`src/rtl/uart_bus_bridge.sv`:
```
// uart_bus_bridge: UART command decoder acting as IO bus master for peek/poke and boot loading.
// Define UART_BRIDGE_TIMEOUT_EN to drop partial frames after TIMEOUT_CYCLES of line idle.
module uart_rx (
    input  logic       clk,
    input  logic       rst,
    input  logic       tick,
    input  logic       rx,
    output logic       done,
    output logic [7:0] data
);
    typedef enum logic [1:0] {R_IDLE, R_START, R_DATA, R_STOP} rx_state_t;
    rx_state_t  st;
    logic [1:0] sync;
    logic [3:0] tcnt;
    logic [2:0] bcnt;
    // tick is 16x the bit rate; bits are sampled mid-bit, 8 ticks after the start edge
    always_ff @(posedge clk) begin
        if (rst) begin
            st   <= R_IDLE;
            sync <= 2'b11;
            tcnt <= '0;
            bcnt <= '0;
            done <= 1'b0;
            data <= '0;
        end else begin
            sync <= {sync[0], rx};
            done <= 1'b0;
            case (st)
                R_IDLE: if (!sync[1]) begin
                    st   <= R_START;
                    tcnt <= '0;
                end
                R_START: if (tick) begin
                    tcnt <= tcnt + 4'd1;
                    if (tcnt == 4'd7) begin
                        st   <= sync[1] ? R_IDLE : R_DATA;
                        tcnt <= '0;
                        bcnt <= '0;
                    end
                end
                R_DATA: if (tick) begin
                    tcnt <= tcnt + 4'd1;
                    if (tcnt == 4'd15) begin
                        data <= {sync[1], data[7:1]};
                        bcnt <= bcnt + 3'd1;
                        if (bcnt == 3'd7) st <= R_STOP;
                    end
                end
                R_STOP: if (tick) begin
                    tcnt <= tcnt + 4'd1;
                    if (tcnt == 4'd15) begin
                        st   <= R_IDLE;
                        done <= sync[1];
                    end
                end
                default: st <= R_IDLE;
            endcase
        end
    end
endmodule

module uart_tx (
    input  logic       clk,
    input  logic       rst,
    input  logic       tick,
    input  logic       start,
    input  logic [7:0] data,
    output logic       tx,
    output logic       done
);
    logic       act;
    logic [9:0] sh;
    logic [3:0] tcnt;
    logic [3:0] bcnt;
    // done is combinational so a held start sees the next byte, not a repeat of this one
    assign done = act && tick && tcnt == 4'd15 && bcnt == 4'd9;
    assign tx   = act ? sh[0] : 1'b1;
    always_ff @(posedge clk) begin
        if (rst) begin
            act  <= 1'b0;
            sh   <= '1;
            tcnt <= '0;
            bcnt <= '0;
        end else if (!act) begin
            if (start) begin
                act  <= 1'b1;
                sh   <= {1'b1, data, 1'b0};
                tcnt <= '0;
                bcnt <= '0;
            end
        end else if (tick) begin
            tcnt <= tcnt + 4'd1;
            if (tcnt == 4'd15) begin
                sh   <= {1'b1, sh[9:1]};
                bcnt <= bcnt + 4'd1;
                if (bcnt == 4'd9) act <= 1'b0;
            end
        end
    end
endmodule

module uart_bus_bridge #(
    parameter int unsigned BAUD_DIVISOR   = 650,
    parameter int unsigned RD_LATENCY     = 1,
    parameter int unsigned TIMEOUT_CYCLES = 1_000_000
) (
    input  logic        clk,
    input  logic        rst_n,
    input  logic        uart_rx,
    output logic        uart_tx,
    output logic        io_bus_m_cs,
    output logic        io_bus_m_rd_en,
    output logic        io_bus_m_wr_en,
    output logic [31:0] io_bus_m_address,
    output logic [31:0] io_bus_m_wr_data,
    input  logic [31:0] io_bus_m_rd_data,
    output logic        busy
);
    localparam int DW = $clog2(BAUD_DIVISOR + 2);
    typedef enum logic [2:0] {IDLE, ARGS, BUS_WR, BUS_RD, RD_WAIT, REPLY} state_t;
    state_t        state, state_nx;
    logic [DW-1:0] div;
    logic          baud_pulse;
    logic          rx_done, tx_start, tx_done, is_wr, timeout;
    logic [7:0]    rx_data;
    logic [3:0]    cnt;
    logic [55:0]   sh;
    logic [63:0]   full;
    logic [31:0]   reply;
    logic [2:0]    rlen;
    logic [2:0]    lat;

    always_ff @(posedge clk or negedge rst_n)
        if (!rst_n) div <= '0;
        else div <= (div == DW'(BAUD_DIVISOR)) ? '0 : div + DW'(1);
    assign baud_pulse = div == DW'(1);

    uart_rx u_rx (
        .clk  (clk),
        .rst  (~rst_n),
        .tick (baud_pulse),
        .rx   (uart_rx),
        .done (rx_done),
        .data (rx_data)
    );

    uart_tx u_tx (
        .clk   (clk),
        .rst   (~rst_n),
        .tick  (baud_pulse),
        .start (tx_start),
        .data  (reply[7:0]),
        .tx    (uart_tx),
        .done  (tx_done)
    );

`ifdef UART_BRIDGE_TIMEOUT_EN
    logic [31:0] idle_cnt;
    always_ff @(posedge clk or negedge rst_n)
        if (!rst_n) idle_cnt <= '0;
        else idle_cnt <= (state != ARGS || rx_done) ? '0 : idle_cnt + 32'd1;
    assign timeout = idle_cnt == 32'(TIMEOUT_CYCLES);
`else
    assign timeout = 1'b0;
`endif

    always_ff @(posedge clk or negedge rst_n)
        if (!rst_n) state <= IDLE;
        else state <= state_nx;

    always_comb begin
        state_nx = state;
        case (state)
            IDLE:    if (rx_done) state_nx = (rx_data == 8'h57 || rx_data == 8'h52) ? ARGS : REPLY;
            ARGS:    if (timeout) state_nx = IDLE;
                     else if (rx_done && cnt == 4'd1) state_nx = is_wr ? BUS_WR : BUS_RD;
            BUS_WR:  state_nx = REPLY;
            BUS_RD:  state_nx = RD_WAIT;
            RD_WAIT: if (lat == 3'(RD_LATENCY)) state_nx = REPLY;
            REPLY:   if (tx_done && rlen == 3'd1) state_nx = IDLE;
            default: state_nx = IDLE;
        endcase
    end

    always_comb begin
        io_bus_m_cs    = state == BUS_WR || state == BUS_RD;
        io_bus_m_wr_en = state == BUS_WR;
        io_bus_m_rd_en = state == BUS_RD;
        tx_start       = state == REPLY;
        busy           = state != IDLE;
    end

    // final argument byte completes the frame: W -> {data, addr}, R -> addr in the top word
    assign full = {rx_data, sh};

    always_ff @(posedge clk or negedge rst_n) begin
        if (!rst_n) begin
            is_wr            <= 1'b0;
            cnt              <= '0;
            sh               <= '0;
            reply            <= '0;
            rlen             <= '0;
            lat              <= '0;
            io_bus_m_address <= '0;
            io_bus_m_wr_data <= '0;
        end else begin
            if (state == IDLE && rx_done) begin
                is_wr <= rx_data == 8'h57;
                cnt   <= (rx_data == 8'h57) ? 4'd8 : 4'd4;
                reply <= 32'h15;
                rlen  <= 3'd1;
            end
            if (state == ARGS && rx_done) begin
                sh  <= {rx_data, sh[55:8]};
                cnt <= cnt - 4'd1;
            end
            if (state == ARGS && state_nx == BUS_WR) begin
                io_bus_m_address <= full[31:0];
                io_bus_m_wr_data <= full[63:32];
            end
            if (state == ARGS && state_nx == BUS_RD) io_bus_m_address <= full[63:32];
            if (state == BUS_WR) begin
                reply <= 32'h06;
                rlen  <= 3'd1;
            end
            if (state == BUS_RD) lat <= 3'd1;
            if (state == RD_WAIT && lat == 3'(RD_LATENCY)) begin
                reply <= io_bus_m_rd_data;
                rlen  <= 3'd4;
            end else if (state == RD_WAIT) lat <= lat + 3'd1;
            if (state == REPLY && tx_done) begin
                reply <= reply >> 8;
                rlen  <= rlen - 3'd1;
            end
        end
    end
endmodule
```
`config.mk`:
```
export PLATFORM = sky130hd
export DESIGN_NAME = uart_bus_bridge
export DESIGN_NICKNAME = d
export VERILOG_FILES = /design/src/rtl/uart_bus_bridge.sv
export SDC_FILE = /design/constraint.sdc
export NUM_CORES = 1
export LEC_CHECK = 0
export ABC_AREA = 1
export BUFFER_PORTS_ARGS = -buffer_cell sky130_fd_sc_hd__buf_4
export CORE_UTILIZATION = 60
export CTS_CLUSTER_DIAMETER = 60
export DETAILED_ROUTE_END_ITERATION = 8
export PLACE_DENSITY = 0.88
export SLEW_MARGIN = 20
export SYNTH_ARGS = -nofsm -noshare
export SYNTH_HDL_FRONTEND = slang
export SYNTH_HIERARCHICAL = 1
export SYNTH_SLANG_ARGS = --single-unit
```
`constraint.sdc`:
```
create_clock -name clk -period 5.74 [get_ports clk]
set_input_delay 0.287 -clock clk [delete_from_list [all_inputs] [get_ports clk]]
set_output_delay 0.287 -clock clk [all_outputs]
set_load 0.02 [all_outputs]
```
# Yosys cells after proc, flatten, opt, wreduce, memory -nomap -nowiden
# Index checks and enable logic that the tools add are counted.
# word_totals
wordCells	150
latch_bits	0
romBits	0
reg_bits	215
memories	0
output_inout_bits	69
ram_bits	0
# op_classes
div_mod_pow	0
addsub	8
muxes	60
reduce_logical	29
mul	0
order_cmp	0
n_eq_ne	33
shifts	0
n_bitwise	0
# op_table
op	n
$mux 32	6
$mux 4	13
$mux 10	5
$mux 3	16
$mux 2	9
$ne 2x1->1 const B	9
$pmux 3 s6	1
$eq 8x7->1 const B	2
$add 4x1->4 const B	3
$eq 3x2->1 const B	4
$eq 4x4->1 const B	3
$pmux 4 s3	1
$logic_and 1x1->1	11
$add 10x1->10 const B	1
$eq 10x1->1 const B	1
$eq 10x10->1 const B	1
$eq 3x1->1 const B	3
$eq 3x3->1 const B	3
$reduce_and 3->1	3
$pmux 2 s4	1
$reduce_and 8->1	1
$reduce_bool 2->1	4
$mux 1	7
$add 3x1->3 const B	2
17 further kinds	20

# Depth between registers and ports, before layout
# logic_depth
depth_word	11
mapped_depth	14
depth_no_buf	13

# Cells and area by module
# The synthesis kept the hierarchy.
# by_module_without_submodules
mod	instances	area_per_inst_um2	cells_per_inst
uart_bus_bridge	1	7576.0	857
uart_tx	1	943.4	136
uart_rx	1	913.4	123

# Worst setup path after synthesis
# No wires, ideal clock.
# synth_path
kind	flip-flop to flip-flop
start	reg div[0]
end	reg reply[10]
slack_ps	3170
stages_incl_launch_ff	14
t_arrival_ps	2446
synth_period_minus_slack_ps	2570
setup_ps	124
path_buffers	1
path_cell_list	dfrtp_1 -> ha_1 -> nand2_1 -> nor4_1 -> nand2_1 -> nor3_1 -> inv_1 -> nor2_2 -> nor2_1 -> nand2_2 -> inv_2 -> buf_4 -> nand2_1 -> nand3_1
# synth_via
elab_chain_len	6
elab_cells_between_ends	7
classes_between	eq/ne (1); mux (1); reduce/logical (5)
# synth_lines
item	line_no	rtl
start: declaration	122	logic [DW-1:0] div;
start signal: assignment	135	else div <= (div == DW'(BAUD_DIVISOR)) ? '0 : div + DW'(1);
$eq 10x1->1 *	136	assign baud_pulse = div == DW'(1);
net baud_pulse	123	logic baud_pulse;
$logic_and 1x1->1 * (3 in series)	76	assign done = act && tick && tcnt == 4'd15 && bcnt == 4'd9;
net tx_done	124	logic rx_done, tx_start, tx_done, is_wr, timeout;
$logic_and 1x1->1 *	231	if (state == REPLY && tx_done) begin
$reduce_bool 4->1 (no line) or $mux 32 (tied branches)	-	
end signal: assignment	228	reply <= io_bus_m_rd_data;
end signal: assignment	232	reply <= reply >> 8;
end: declaration	129	logic [31:0] reply;
# The timed path passes the listed nets; every way through them passes the cells marked *.
# A chain may end at the register's enable or synchronous reset.

# Final worst setup path
# layout_path
start	reg div[0]
end	reg reply[22]
# Same word-level chain as after synthesis.

==> metrics.csv <==
metric;value;unit
routabilityCongestion;0.814;
clk_pin_slew;0.06;ns
synth_nets;1166;
grt_max_degree;98;
hold_path.class;input port to flip-flop;
final_net_count;1251;
cts_hold_buf;5;
post_cts_resized;0;
nFillCells;1082;
cts_max_level;1;
synthCells;1116;
fin_setup_tns;0;ns
cts_tree;done;
post_drt_via_cell_ratio;5.67;
finalCriticalPeriod;3.94;ns
wl_per_cell;15.8;um
grt_overflow;0;
num_rows;45;
antenna_found_initial;0;
peakVddDrop;0.354;mV
postRouteAntennaNets;0;
leakage;0.00542;uW
timing.rr.start;div[0]$_DFF_PN0_;
cap_viol_max_count;0;
finalHoldViolCount;0;
r2r_slack;1.80;ns
synth.avg_cell_area;8.45;sq um
numCtsBuffers;22;
insertion_delay;0.52;ns
setup_viol;0;
cp_cell_sequence;ha_1, nand2_1, nor4_1, nand2_1, nor3_1, inv_1, nor2_2, nor2_1, nand2_2, inv_2, nand2_1, o211ai_1;
ff2ff_path_depth;12;
cp_slowest_stage_delay;0.76;ns
power_density;350;nW/um^2
diodes;0;
die_height;127;um
placed_area;10200;sq um
core-area;15300;sq um
vias;8099;
dp_hpwl;14400;um
ys_seq_elements;214;
cp_max_fo;22;
drc;0;
fin_area;11000;sq um
rsz0062_at_grt;no;
fin_util;72.0;%
crit_type;flip-flop to flip-flop;
drive_gt1_share;14.6;%
track_usage;28.9;%
dp.cells;1383;
setup.worst_path.start_class;flip-flop;
tightest_slew;1.11;ns
yosysWarningCount;6;
crit_arrival;4.30;ns
grt_pass1_vias;7604;
reg2reg_to;reply[22]$_DFFE_PN0P_;
io_buffers;103;
fmax;254;MHz
fin_cells;1428;
setup.worst_path.end;reply[22]$_DFFE_PN0P_;
final_cell_mix;nand2_1 (310), nand3_1 (194), dfrtp_1 (176);
netlist_area;9430;sq um
drt_iter0_drc;700;
fin_crit_sh;68.6;%
postCtsSetupRepairBufs;0;
p_total;3850;uW
crit_start;div[0]$_DFF_PN0_;
status;finished clean;
drtPass1Iterations;7;
crit_path_frequent_cell;nand2_1;
holdPathStages;3;
fp.dieW;127;um
grt_pass1_wl;37400;um
clock_skew;0.0257;ns
syn_to_final_growth;16.5;%
start_util;61.8;%
slew_headroom;26.0;%
synth_seq_area_share;54.8;%
yosysUniqueCellTypes;40;
cts_buffer_depth;3;
io_pins;104;
die_area;16200;sq um
slowest_stage;nor4_1;
final_common_cell;nand2_1;
root_buffer;clkbuf_16;
slew_viol_final;0;
crit_required;6.10;ns
crit_path_end_kind;flip-flop;
cts_sinks;214;
drt_wl_total;22600;um
## power by group
group / internal (uW) / leakage (uW) / switching, uW
Clock: 857 / 0.000357 / 589
Sequential: 1660 / 0.00268 / 93.9
Combinational: 186 / 0.00239 / 463
Total: 2700 / 0.00542 / 1150
## layout make-up
cell class                      count  area [sq um]  share of cell area [%]
Sequential cell                   214          5160                    47.0
Clock inverter                      8           108                   0.980
Clock buffer                       32           629                    5.73
Timing Repair Buffer              114           872                    7.94
Inverter                          100           375                    3.42
Multi-Input combinational cell    749          3570                    32.5
Tap cell                          211           264                    2.40
## critical path: cells and delay by family, from the launching register on
family	cells	cell delay [ns]
DFF	1	0.47
and+or+nand+nor	8	2.66
adders and majority gates	1	0.18
AOI/OAI and AO/OA	1	0.10
buffers and inverters	2	0.36
## worst min path at each step
stage	start	to	slack (ns)
2_1_floorplan	rst_n	cnt[0]$_DFFE_PN0P_	-0.009
3_3_place_gp	rst_n	io_bus_m_wr_data[25]$_DFFE_PN0P_	0.26
3_5_place_dp	rst_n	io_bus_m_wr_data[25]$_DFFE_PN0P_	0.26
4_1_cts	io_bus_m_rd_data[3]	reply[3]$_DFFE_PN0P_	0.006
5_1_grt	io_bus_m_rd_data[19]	reply[19]$_DFFE_PN0P_	0.02
6_report	io_bus_m_rd_data[13]	reply[13]$_DFFE_PN0P_	0.009
## per-layer routing
layer / routed length [um] / part of all wire [%] / global-route usage [%] / vias to the layer above
met5: 0 / 0 / 0 / -
met1: 9420 / 42 / 40.6 / 3875
li1: - / - / - / 3806
met4: 782 / 3.5 / 11.0 / 0
met3: 1880 / 8.3 / 4.23 / 66
met2: 10500 / 47 / 45.8 / 352
## cell usage after synthesis
cell / n / share of area (%)
nand3_1: 194 / 10
clkinv_1: 1 / 0.040
buf_1: 3 / 0.12
xor2_1: 4 / 0.37
a21oi_1: 15 / 0.80
o22ai_1: 4 / 0.27
dfxtp_1: 38 / 8.1
nand2_4: 3 / 0.36
inv_2: 10 / 0.40
o211ai_1: 10 / 0.80
or2_2: 3 / 0.20
a21o_1: 1 / 0.080
nor3_2: 1 / 0.11
buf_6: 12 / 1.4
nand2_1: 311 / 12
o21a_1: 1 / 0.080
o311ai_0: 1 / 0.093
nor2_2: 5 / 0.33
nand4_1: 5 / 0.33
nor4_1: 5 / 0.33
o221ai_1: 1 / 0.093
xnor2_1: 2 / 0.19
nor2_4: 2 / 0.24
nand3_2: 3 / 0.32
nor3b_1: 2 / 0.16
nor3_1: 6 / 0.32
ha_1: 15 / 2.0
nand2_2: 7 / 0.46
clkbuf_1: 16 / 0.64
o21ai_1: 2 / 0.11
inv_1: 89 / 3.5
buf_4: 3 / 0.24
o31ai_1: 1 / 0.080
nor2_1: 58 / 2.3
o21ai_2: 1 / 0.093
o21ai_0: 85 / 4.5
or2_1: 1 / 0.066
dfrtp_1: 176 / 47
clkbuf_8: 1 / 0.15
buf_2: 18 / 0.96
## state kept, by name (all words and copies together), names as in the netlist, named ones only
register	flops
is_wr	1
u_rx/tcnt	4
rlen	3
reply	32
div	10
u_tx/act	1
u_tx/bcnt	4
lat	3
u_tx/sh	9
sh	56
io_bus_m_address	32
cnt	4
u_rx/done	1
u_rx/data	8
u_rx/bcnt	3
u_rx/st	1
state	3
u_tx/tcnt	4
u_rx/sync	2
io_bus_m_wr_data	32
## kinds of logic after synthesis
kind of cell	after synthesis	share of synthesized area (%)
fa+ha+maj	15	1.99
buf+inv	153	7.51
xor+xnor	6	0.557
simple gates	606	28.2
compound gates	122	6.99
flops	214	54.8
## metrics by stage
step / hold slack (ns) / setup slack [ns]
global placement: 0.262 / 2.17
detailed placement: 0.259 / 1.95
CTS: 0.00570 / 1.89
finish: 0.00880 / 1.80
global route: 0.0196 / 1.36
floorplan: -0.00859 / 3.17
Power figures use the tool's default switching activity.
